<file path="src/rtl/cpu_pkg.sv">
// Shared CPU-wide sizing constants, used by the register file, the operand
// fetch stage and the execute stage so that all of them agree on widths.
//   DATA_WIDTH     : register / operand width
//   REG_ADDR_WIDTH : register index width
//   NUM_REGS       : number of architectural registers
//   OPCODE_WIDTH   : opaque opcode width carried down the pipeline
package cpu_pkg;

  localparam int DATA_WIDTH     = 18;
  localparam int REG_ADDR_WIDTH = 4;
  localparam int NUM_REGS       = 1 << REG_ADDR_WIDTH;
  localparam int OPCODE_WIDTH   = 4;

endpackage

</file>
<file path="src/rtl/reg_scoreboard.sv">
// Register scoreboard: one pending bit per architectural register.
// A bit is set when an instruction that writes that register issues and is
// cleared when the writeback for that register arrives. Also reports RAW/WAW
// hazards for the instruction currently being offered, taking a same-cycle
// writeback into account (that writeback resolves the hazard).
// Ports:
//   clk_i, rst_i        : clock, asynchronous active-high reset
//   set_i, set_reg_i    : mark a register pending (issue of a writer)
//   clr_i, clr_reg_i    : writeback; clears the register's pending bit
//   src_1_i, src_2_i    : source indices of the offered instruction
//   uses_src_i          : bit0 = source 1 read, bit1 = source 2 read
//   dest_i              : destination index of the offered instruction
//   writes_dest_i       : offered instruction writes dest_i
//   hazard_o            : RAW or WAW hazard present
//   pending_o           : pending bitmap
module reg_scoreboard #(
  parameter int  REG_ADDR_WIDTH = cpu_pkg::REG_ADDR_WIDTH,
  localparam int NUM_REGS       = 1 << REG_ADDR_WIDTH
) (
  input  logic                      clk_i,
  input  logic                      rst_i,
  input  logic                      set_i,
  input  logic [REG_ADDR_WIDTH-1:0] set_reg_i,
  input  logic                      clr_i,
  input  logic [REG_ADDR_WIDTH-1:0] clr_reg_i,
  input  logic [REG_ADDR_WIDTH-1:0] src_1_i,
  input  logic [REG_ADDR_WIDTH-1:0] src_2_i,
  input  logic [1:0]                uses_src_i,
  input  logic [REG_ADDR_WIDTH-1:0] dest_i,
  input  logic                      writes_dest_i,
  output logic                      hazard_o,
  output logic [NUM_REGS-1:0]       pending_o
);

  logic [NUM_REGS-1:0] pending_q;
  logic [NUM_REGS-1:0] pending_d;

  // Per-bit next state. The set term is ORed in after the clear so that an
  // issue and a writeback hitting the same register leave it pending: the
  // new writer's result is still outstanding. A writeback to a register that
  // is not pending simply leaves the bit at 0.
  for (genvar gi = 0; gi < NUM_REGS; gi++) begin : g_bit
    localparam logic [REG_ADDR_WIDTH-1:0] REG_IDX = REG_ADDR_WIDTH'(gi);
    assign pending_d[gi] = (set_i && (set_reg_i == REG_IDX)) ||
                           (pending_q[gi] && !(clr_i && (clr_reg_i == REG_IDX)));
  end

  always_ff @(posedge clk_i or posedge rst_i) begin
    if (rst_i) begin
      pending_q <= '0;
    end else begin
      pending_q <= pending_d;
    end
  end

  // A writeback landing this cycle satisfies the dependency, because its data
  // is forwarded into the operand register on the same edge.
  logic raw_1, raw_2, waw;
  assign raw_1 = uses_src_i[0] && pending_q[src_1_i] && !(clr_i && (clr_reg_i == src_1_i));
  assign raw_2 = uses_src_i[1] && pending_q[src_2_i] && !(clr_i && (clr_reg_i == src_2_i));
  assign waw   = writes_dest_i && pending_q[dest_i]  && !(clr_i && (clr_reg_i == dest_i));

  assign hazard_o  = raw_1 || raw_2 || waw;
  assign pending_o = pending_q;

endmodule

</file>
<file path="src/rtl/operand_fetch.sv">
// Operand fetch stage. Accepts one instruction per cycle when the output slot
// is free and no register hazard exists, reads both sources from the register
// file (forwarding a same-cycle writeback), and presents the instruction with
// its operands one cycle later in a single-entry output register.
// Ports:
//   CPU_CLOCK, CLEAR                 : clock, asynchronous active-high reset
//   IN_*                             : upstream valid/ready instruction
//   READ_REG_n / READ_DATA_n         : combinational register file read
//   WB_VALID / WB_REG / WB_DATA      : writeback (same as RF write port)
//   OUT_*                            : downstream valid/ready instruction
//   PENDING                          : scoreboard bitmap (debug)
module operand_fetch #(
  parameter int DATA_WIDTH     = cpu_pkg::DATA_WIDTH,
  parameter int REG_ADDR_WIDTH = cpu_pkg::REG_ADDR_WIDTH,
  parameter int OPCODE_WIDTH   = cpu_pkg::OPCODE_WIDTH
) (
  input  logic                           CPU_CLOCK,
  input  logic                           CLEAR,
  input  logic                           IN_VALID,
  output logic                           IN_READY,
  input  logic [OPCODE_WIDTH-1:0]        IN_OPCODE,
  input  logic [REG_ADDR_WIDTH-1:0]      IN_SRC_1,
  input  logic [REG_ADDR_WIDTH-1:0]      IN_SRC_2,
  input  logic [1:0]                     IN_USES_SRC,
  input  logic [REG_ADDR_WIDTH-1:0]      IN_DEST,
  input  logic                           IN_WRITES_DEST,
  output logic [REG_ADDR_WIDTH-1:0]      READ_REG_1,
  output logic [REG_ADDR_WIDTH-1:0]      READ_REG_2,
  input  logic [DATA_WIDTH-1:0]          READ_DATA_1,
  input  logic [DATA_WIDTH-1:0]          READ_DATA_2,
  input  logic                           WB_VALID,
  input  logic [REG_ADDR_WIDTH-1:0]      WB_REG,
  input  logic [DATA_WIDTH-1:0]          WB_DATA,
  output logic                           OUT_VALID,
  input  logic                           OUT_READY,
  output logic [OPCODE_WIDTH-1:0]        OUT_OPCODE,
  output logic [DATA_WIDTH-1:0]          OUT_OPERAND_1,
  output logic [DATA_WIDTH-1:0]          OUT_OPERAND_2,
  output logic [REG_ADDR_WIDTH-1:0]      OUT_DEST,
  output logic                           OUT_WRITES_DEST,
  output logic [(1<<REG_ADDR_WIDTH)-1:0] PENDING
);

  logic                      out_valid_q, out_valid_d;
  logic [OPCODE_WIDTH-1:0]   out_opcode_q, out_opcode_d;
  logic [DATA_WIDTH-1:0]     out_op_1_q, out_op_1_d;
  logic [DATA_WIDTH-1:0]     out_op_2_q, out_op_2_d;
  logic [REG_ADDR_WIDTH-1:0] out_dest_q, out_dest_d;
  logic                      out_writes_q, out_writes_d;

  logic hazard;
  logic out_free;
  logic accept;

  assign READ_REG_1 = IN_SRC_1;
  assign READ_REG_2 = IN_SRC_2;

  // The slot is free if empty or being drained this cycle. IN_VALID is kept
  // out of IN_READY to avoid a combinational loop with upstream.
  assign out_free = !out_valid_q || OUT_READY;
  assign IN_READY = out_free && !hazard;
  assign accept   = IN_VALID && IN_READY;

  reg_scoreboard #(
    .REG_ADDR_WIDTH(REG_ADDR_WIDTH)
  ) u_scoreboard (
    .clk_i        (CPU_CLOCK),
    .rst_i        (CLEAR),
    .set_i        (accept && IN_WRITES_DEST),
    .set_reg_i    (IN_DEST),
    .clr_i        (WB_VALID),
    .clr_reg_i    (WB_REG),
    .src_1_i      (IN_SRC_1),
    .src_2_i      (IN_SRC_2),
    .uses_src_i   (IN_USES_SRC),
    .dest_i       (IN_DEST),
    .writes_dest_i(IN_WRITES_DEST),
    .hazard_o     (hazard),
    .pending_o    (PENDING)
  );

  // Operand selection: a writeback in flight this cycle has not reached the
  // register file yet, so its data is taken directly. Unused sources read 0.
  logic [DATA_WIDTH-1:0] fwd_1, fwd_2;
  always_comb begin
    fwd_1 = '0;
    fwd_2 = '0;
    if (IN_USES_SRC[0]) begin
      fwd_1 = (WB_VALID && (WB_REG == IN_SRC_1)) ? WB_DATA : READ_DATA_1;
    end
    if (IN_USES_SRC[1]) begin
      fwd_2 = (WB_VALID && (WB_REG == IN_SRC_2)) ? WB_DATA : READ_DATA_2;
    end
  end

  always_comb begin
    out_valid_d  = out_valid_q;
    out_opcode_d = out_opcode_q;
    out_op_1_d   = out_op_1_q;
    out_op_2_d   = out_op_2_q;
    out_dest_d   = out_dest_q;
    out_writes_d = out_writes_q;
    if (accept) begin
      out_valid_d  = 1'b1;
      out_opcode_d = IN_OPCODE;
      out_op_1_d   = fwd_1;
      out_op_2_d   = fwd_2;
      out_dest_d   = IN_DEST;
      out_writes_d = IN_WRITES_DEST;
    end else if (OUT_READY) begin
      // Drained with nothing to replace it; data fields keep their values.
      out_valid_d = 1'b0;
    end
  end

  always_ff @(posedge CPU_CLOCK or posedge CLEAR) begin
    if (CLEAR) begin
      out_valid_q  <= 1'b0;
      out_opcode_q <= '0;
      out_op_1_q   <= '0;
      out_op_2_q   <= '0;
      out_dest_q   <= '0;
      out_writes_q <= 1'b0;
    end else begin
      out_valid_q  <= out_valid_d;
      out_opcode_q <= out_opcode_d;
      out_op_1_q   <= out_op_1_d;
      out_op_2_q   <= out_op_2_d;
      out_dest_q   <= out_dest_d;
      out_writes_q <= out_writes_d;
    end
  end

  assign OUT_VALID       = out_valid_q;
  assign OUT_OPCODE      = out_opcode_q;
  assign OUT_OPERAND_1   = out_op_1_q;
  assign OUT_OPERAND_2   = out_op_2_q;
  assign OUT_DEST        = out_dest_q;
  assign OUT_WRITES_DEST = out_writes_q;

endmodule

</file>
<file path="config.mk">
export PLATFORM = sky130hd
export DESIGN_NAME = operand_fetch
export DESIGN_NICKNAME = d
export VERILOG_FILES = /design/src/rtl/cpu_pkg.sv /design/src/rtl/reg_scoreboard.sv /design/src/rtl/operand_fetch.sv
export SDC_FILE = /design/constraint.sdc
export NUM_CORES = 1
export LEC_CHECK = 0
export BUFFER_PORTS_ARGS = -buffer_cell sky130_fd_sc_hd__buf_4
export CAP_MARGIN = 20
export CORE_MARGIN = 3
export CORE_UTILIZATION = 53
export CTS_BUF_LIST = sky130_fd_sc_hd__clkbuf_8
export DETAILED_ROUTE_END_ITERATION = 8
export PLACE_DENSITY = 0.92
export SYNTH_ARGS = -nofsm -noshare
export SYNTH_HDL_FRONTEND = slang
export SYNTH_SLANG_ARGS = --single-unit
</file>
<file path="constraint.sdc">
create_clock -name CPU_CLOCK -period 3.7 [get_ports CPU_CLOCK]
set_input_delay 0.185 -clock CPU_CLOCK [delete_from_list [all_inputs] [get_ports CPU_CLOCK]]
set_output_delay 0.185 -clock CPU_CLOCK [all_outputs]
set_load 0.01 [all_outputs]
</file>
==> run_results.csv <==
group,metric,value,unit
outcome,status,"complete, no violations",
worst_setup_path,cp-start-kind,"register",
synthesis,ys_types,31,
synthesis,synth_nets,378,
synthesis,yosysWarningCount,0,
clock_network,clockBufferDepth,2,
final_layout,final_area,4858,um^2
floorplan,core,6386,um^2
timing,hold_violations,0,
route,first_pass_iters,5,
synthesis,synthCells,296,
synthesis,synth_area_per_cell,11.89,um^2
clock_network,cts_tree,"yes",
final_layout,syn2layout_area_growth,38.09,%
clock_network,htreeDepth,3,
clock_network,post_cts_resized,0,
clock_network,clock_latency,0.33,ns
placed_design,place_area,4614,um^2
route,first_iter_violations,229,
timing,final.setup.tns,0,ns
power_and_ir_drop,power_density,591.4,nW/um^2
timing,fin_crit_sh,74.39,%
timing,max_freq,363.3,MHz
global_route,use_met2,45.27,%
floorplan,initial_core_util,55.09,%
synthesis,ys.flop_type,"dfrtp_1",
final_layout,layout-drive-gt1-share,49.77,%
final_layout,final_cell_mix,"157 x buf_4, 62 x dfrtp_1, 34 x o21ai_0",
timing,setup_slack,0.9475,ns
floorplan,dieArea,7652,um^2
worst_setup_path,crit_type,"register to output port",
route,vias,3157,
worst_setup_path,worst_ep_arrival_time,2.57,ns
global_route,top_usage_layer,"met2",
route,viasPerCell,6.154,
power_and_ir_drop,peakVddDrop,0.4255,mV
worst_setup_path,cp_max_fo,17,
power_and_ir_drop,p_leak,2.386,nW
synthesis,syn_area,3518,um^2
timing,rsz0062_at_grt,"no",
route,detail-route-antenna-nets,0,
synthesis,synth-edff-count,0,
final_layout,final_core_util,76.08,%
worst_setup_path,endpoint_kind,"output port",
min_path,holdCritPathClass,"primary input to register",
route,wl,10220,um
placed_design,pre_cts_slack,0.7413,ns
route,drc_errors,0,
clock_network,numCtsBuffers,9,
timing,skew,0.01010,ns
route,wl_per_cell,19.92,um
global_route,grt_max_degree,38,
timing,relSlewSlack,32.73,%
run,drv_cap,0,
final_layout,antennaDiodeCount,0,
timing,worst_slew_pin_slew,1.006,ns
global_route,antenna_found_initial,0,
clock_network,root_buffer,"clkbuf_8",
synthesis,synthArstFlopShare,100.0,%
final_layout,final_common_cell,"buf_4",
global_route,grt_pass1_vias,3148,
clock_network,clk_pin_slew,0.06,ns
timing,setup-violations-final,0,
global_route,use_met3,5.203,%
synthesis,synth_seq_area_share,44.10,%
global_route,gr-usage-met1,36.24,%
floorplan,ios,153,
floorplan,dieHeight,87.48,um
timing,fin_crit,2.752,ns
placed_design,dp_hpwl,7803,um
synthesis,ys_ff_latch,62,
placed_design,gp_congestion,0.8957,
clock_network,clkSinkCount,62,
timing,maxSlewViolCount,0,
floorplan,fp-row-count,29,
global_route,grt_pass1_wl,16090,um
global_route,globalRouteOverflowTotal,0,
floorplan,die_w,87.48,um
placed_design,io_buffers,152,
global_route,grtUsageTotal,27.51,%
final_layout,nets,513,
worst_setup_path,crit_required,3.51,ns
==> cell usage after synthesis (2+ instances only) <==
master | count | area share (%)
a22o_1 | 18 | 4.5
buf_2 | 12 | 1.7
buf_4 | 11 | 2.3
clkbuf_1 | 10 | 1.1
dfrtp_1 | 62 | 44
inv_1 | 5 | 0.53
mux2_1 | 2 | 0.64
mux2_2 | 26 | 8.3
mux2i_1 | 26 | 7.4
mux4_2 | 12 | 7.7
nand2_1 | 2 | 0.21
nand2b_1 | 2 | 0.36
nand3_1 | 6 | 0.85
nand3b_1 | 6 | 1.3
nor3_1 | 2 | 0.28
o21ai_0 | 34 | 4.8
o22ai_1 | 2 | 0.36
o31ai_1 | 16 | 3.4
o41ai_1 | 19 | 4.7
or3b_2 | 2 | 0.50
xnor2_1 | 3 | 0.75
xor2_1 | 9 | 2.2
==> report_power, final <==
group,total [mW],switching (mW),internal [mW]
Combinational,1.12,0.521,0.604
Sequential,1.07,0.170,0.898
Clock,0.680,0.249,0.431
==> metal layers <==
| metal | vias up | wire (um) |
|---|---|---|
| li1 | 1421 | - |
| met1 | 1577 | 4020 |
| met2 | 145 | 5358 |
| met3 | 14 | 662 |
| met4 | 0 | 176 |
| met5 | - | 0 |
==> timing repair <==
item	CTS	global route
hold buffers	1	0
buffers inserted	0	0
hold endpoints to repair	31	0
==> metrics by stage <==
step | hold slack [ns] | power [mW] | std cells
after floorplan | 0.2840 | 1.634 | 296
after global placement | 0.3102 | 2.153 | 496
after detailed placement | 0.3236 | 2.201 | 496
after CTS | 0.06121 | 2.889 | 513
after global routing | 0.05037 | 3.035 | 513
final | 0.08306 | 2.873 | 513
==> logic make-up (layout without fill, tap and decap cells) <==
kind of cell | count (synthesis) | after routing | share of synthesized area, %
AO/OA/AOI/OAI | 92 | 92 | 18.53
multiplexers | 66 | 66 | 24.04
flip-flops | 62 | 62 | 44.10
buffers and inverters | 40 | 180 | 6.081
AND/OR/NAND/NOR | 24 | 24 | 4.268
XOR/XNOR | 12 | 12 | 2.987
==> state kept, by name, indices dropped and copies added, names as in the netlist <==
| signal | count |
|---|---|
| OUT_DEST | 4 |
| OUT_OPCODE | 4 |
| OUT_OPERAND_1 | 18 |
| OUT_OPERAND_2 | 18 |
| OUT_VALID | 1 |
| OUT_WRITES_DEST | 1 |
| u_scoreboard.pending_o | 16 |
==> layout make-up <==
cell class                 count  area (um^2)
tap                           77        96.34
sequential                    62         1551
fill                         452         1528
inverter                       6        22.52
clock buffer                  12        165.2
multi-input combinational    194         1765
timing repair buffer         158         1189
clock inverter                 4        68.82
==> final timing paths <==
path                       slack [ns]                            startpoint  cells after the start                            to
hold / removal                   0.08                             OUT_READY                      2         OUT_VALID$_DFFE_PP0P_
min in group asynchronous        0.51                                 CLEAR                      3     OUT_OPCODE[1]$_DFFE_PP0P_
max in group asynchronous        2.33                                 CLEAR                      4  OUT_OPERAND_2[6]$_DFFE_PP0P_
setup / recovery                 0.95  u_scoreboard.pending_o[10]$_DFF_PP0_                      7                      IN_READY
hold reg to reg                  0.50          OUT_OPERAND_2[9]$_DFFE_PP0P_                      1  OUT_OPERAND_2[9]$_DFFE_PP0P_
setup reg to reg                 0.97  u_scoreboard.pending_o[10]$_DFF_PP0_                      6  OUT_OPERAND_2[3]$_DFFE_PP0P_
==> critical path: stages, from the launching register on <==
cell	delay [ns]
dfrtp_1	0.44
mux4_2	0.50
mux2i_1	0.14
mux2i_1	0.12
a32o_1	0.33
or2_1	0.46
inv_1	0.12
buf_4	0.12
No activity file was read; power rests on OpenSTA's default activity.
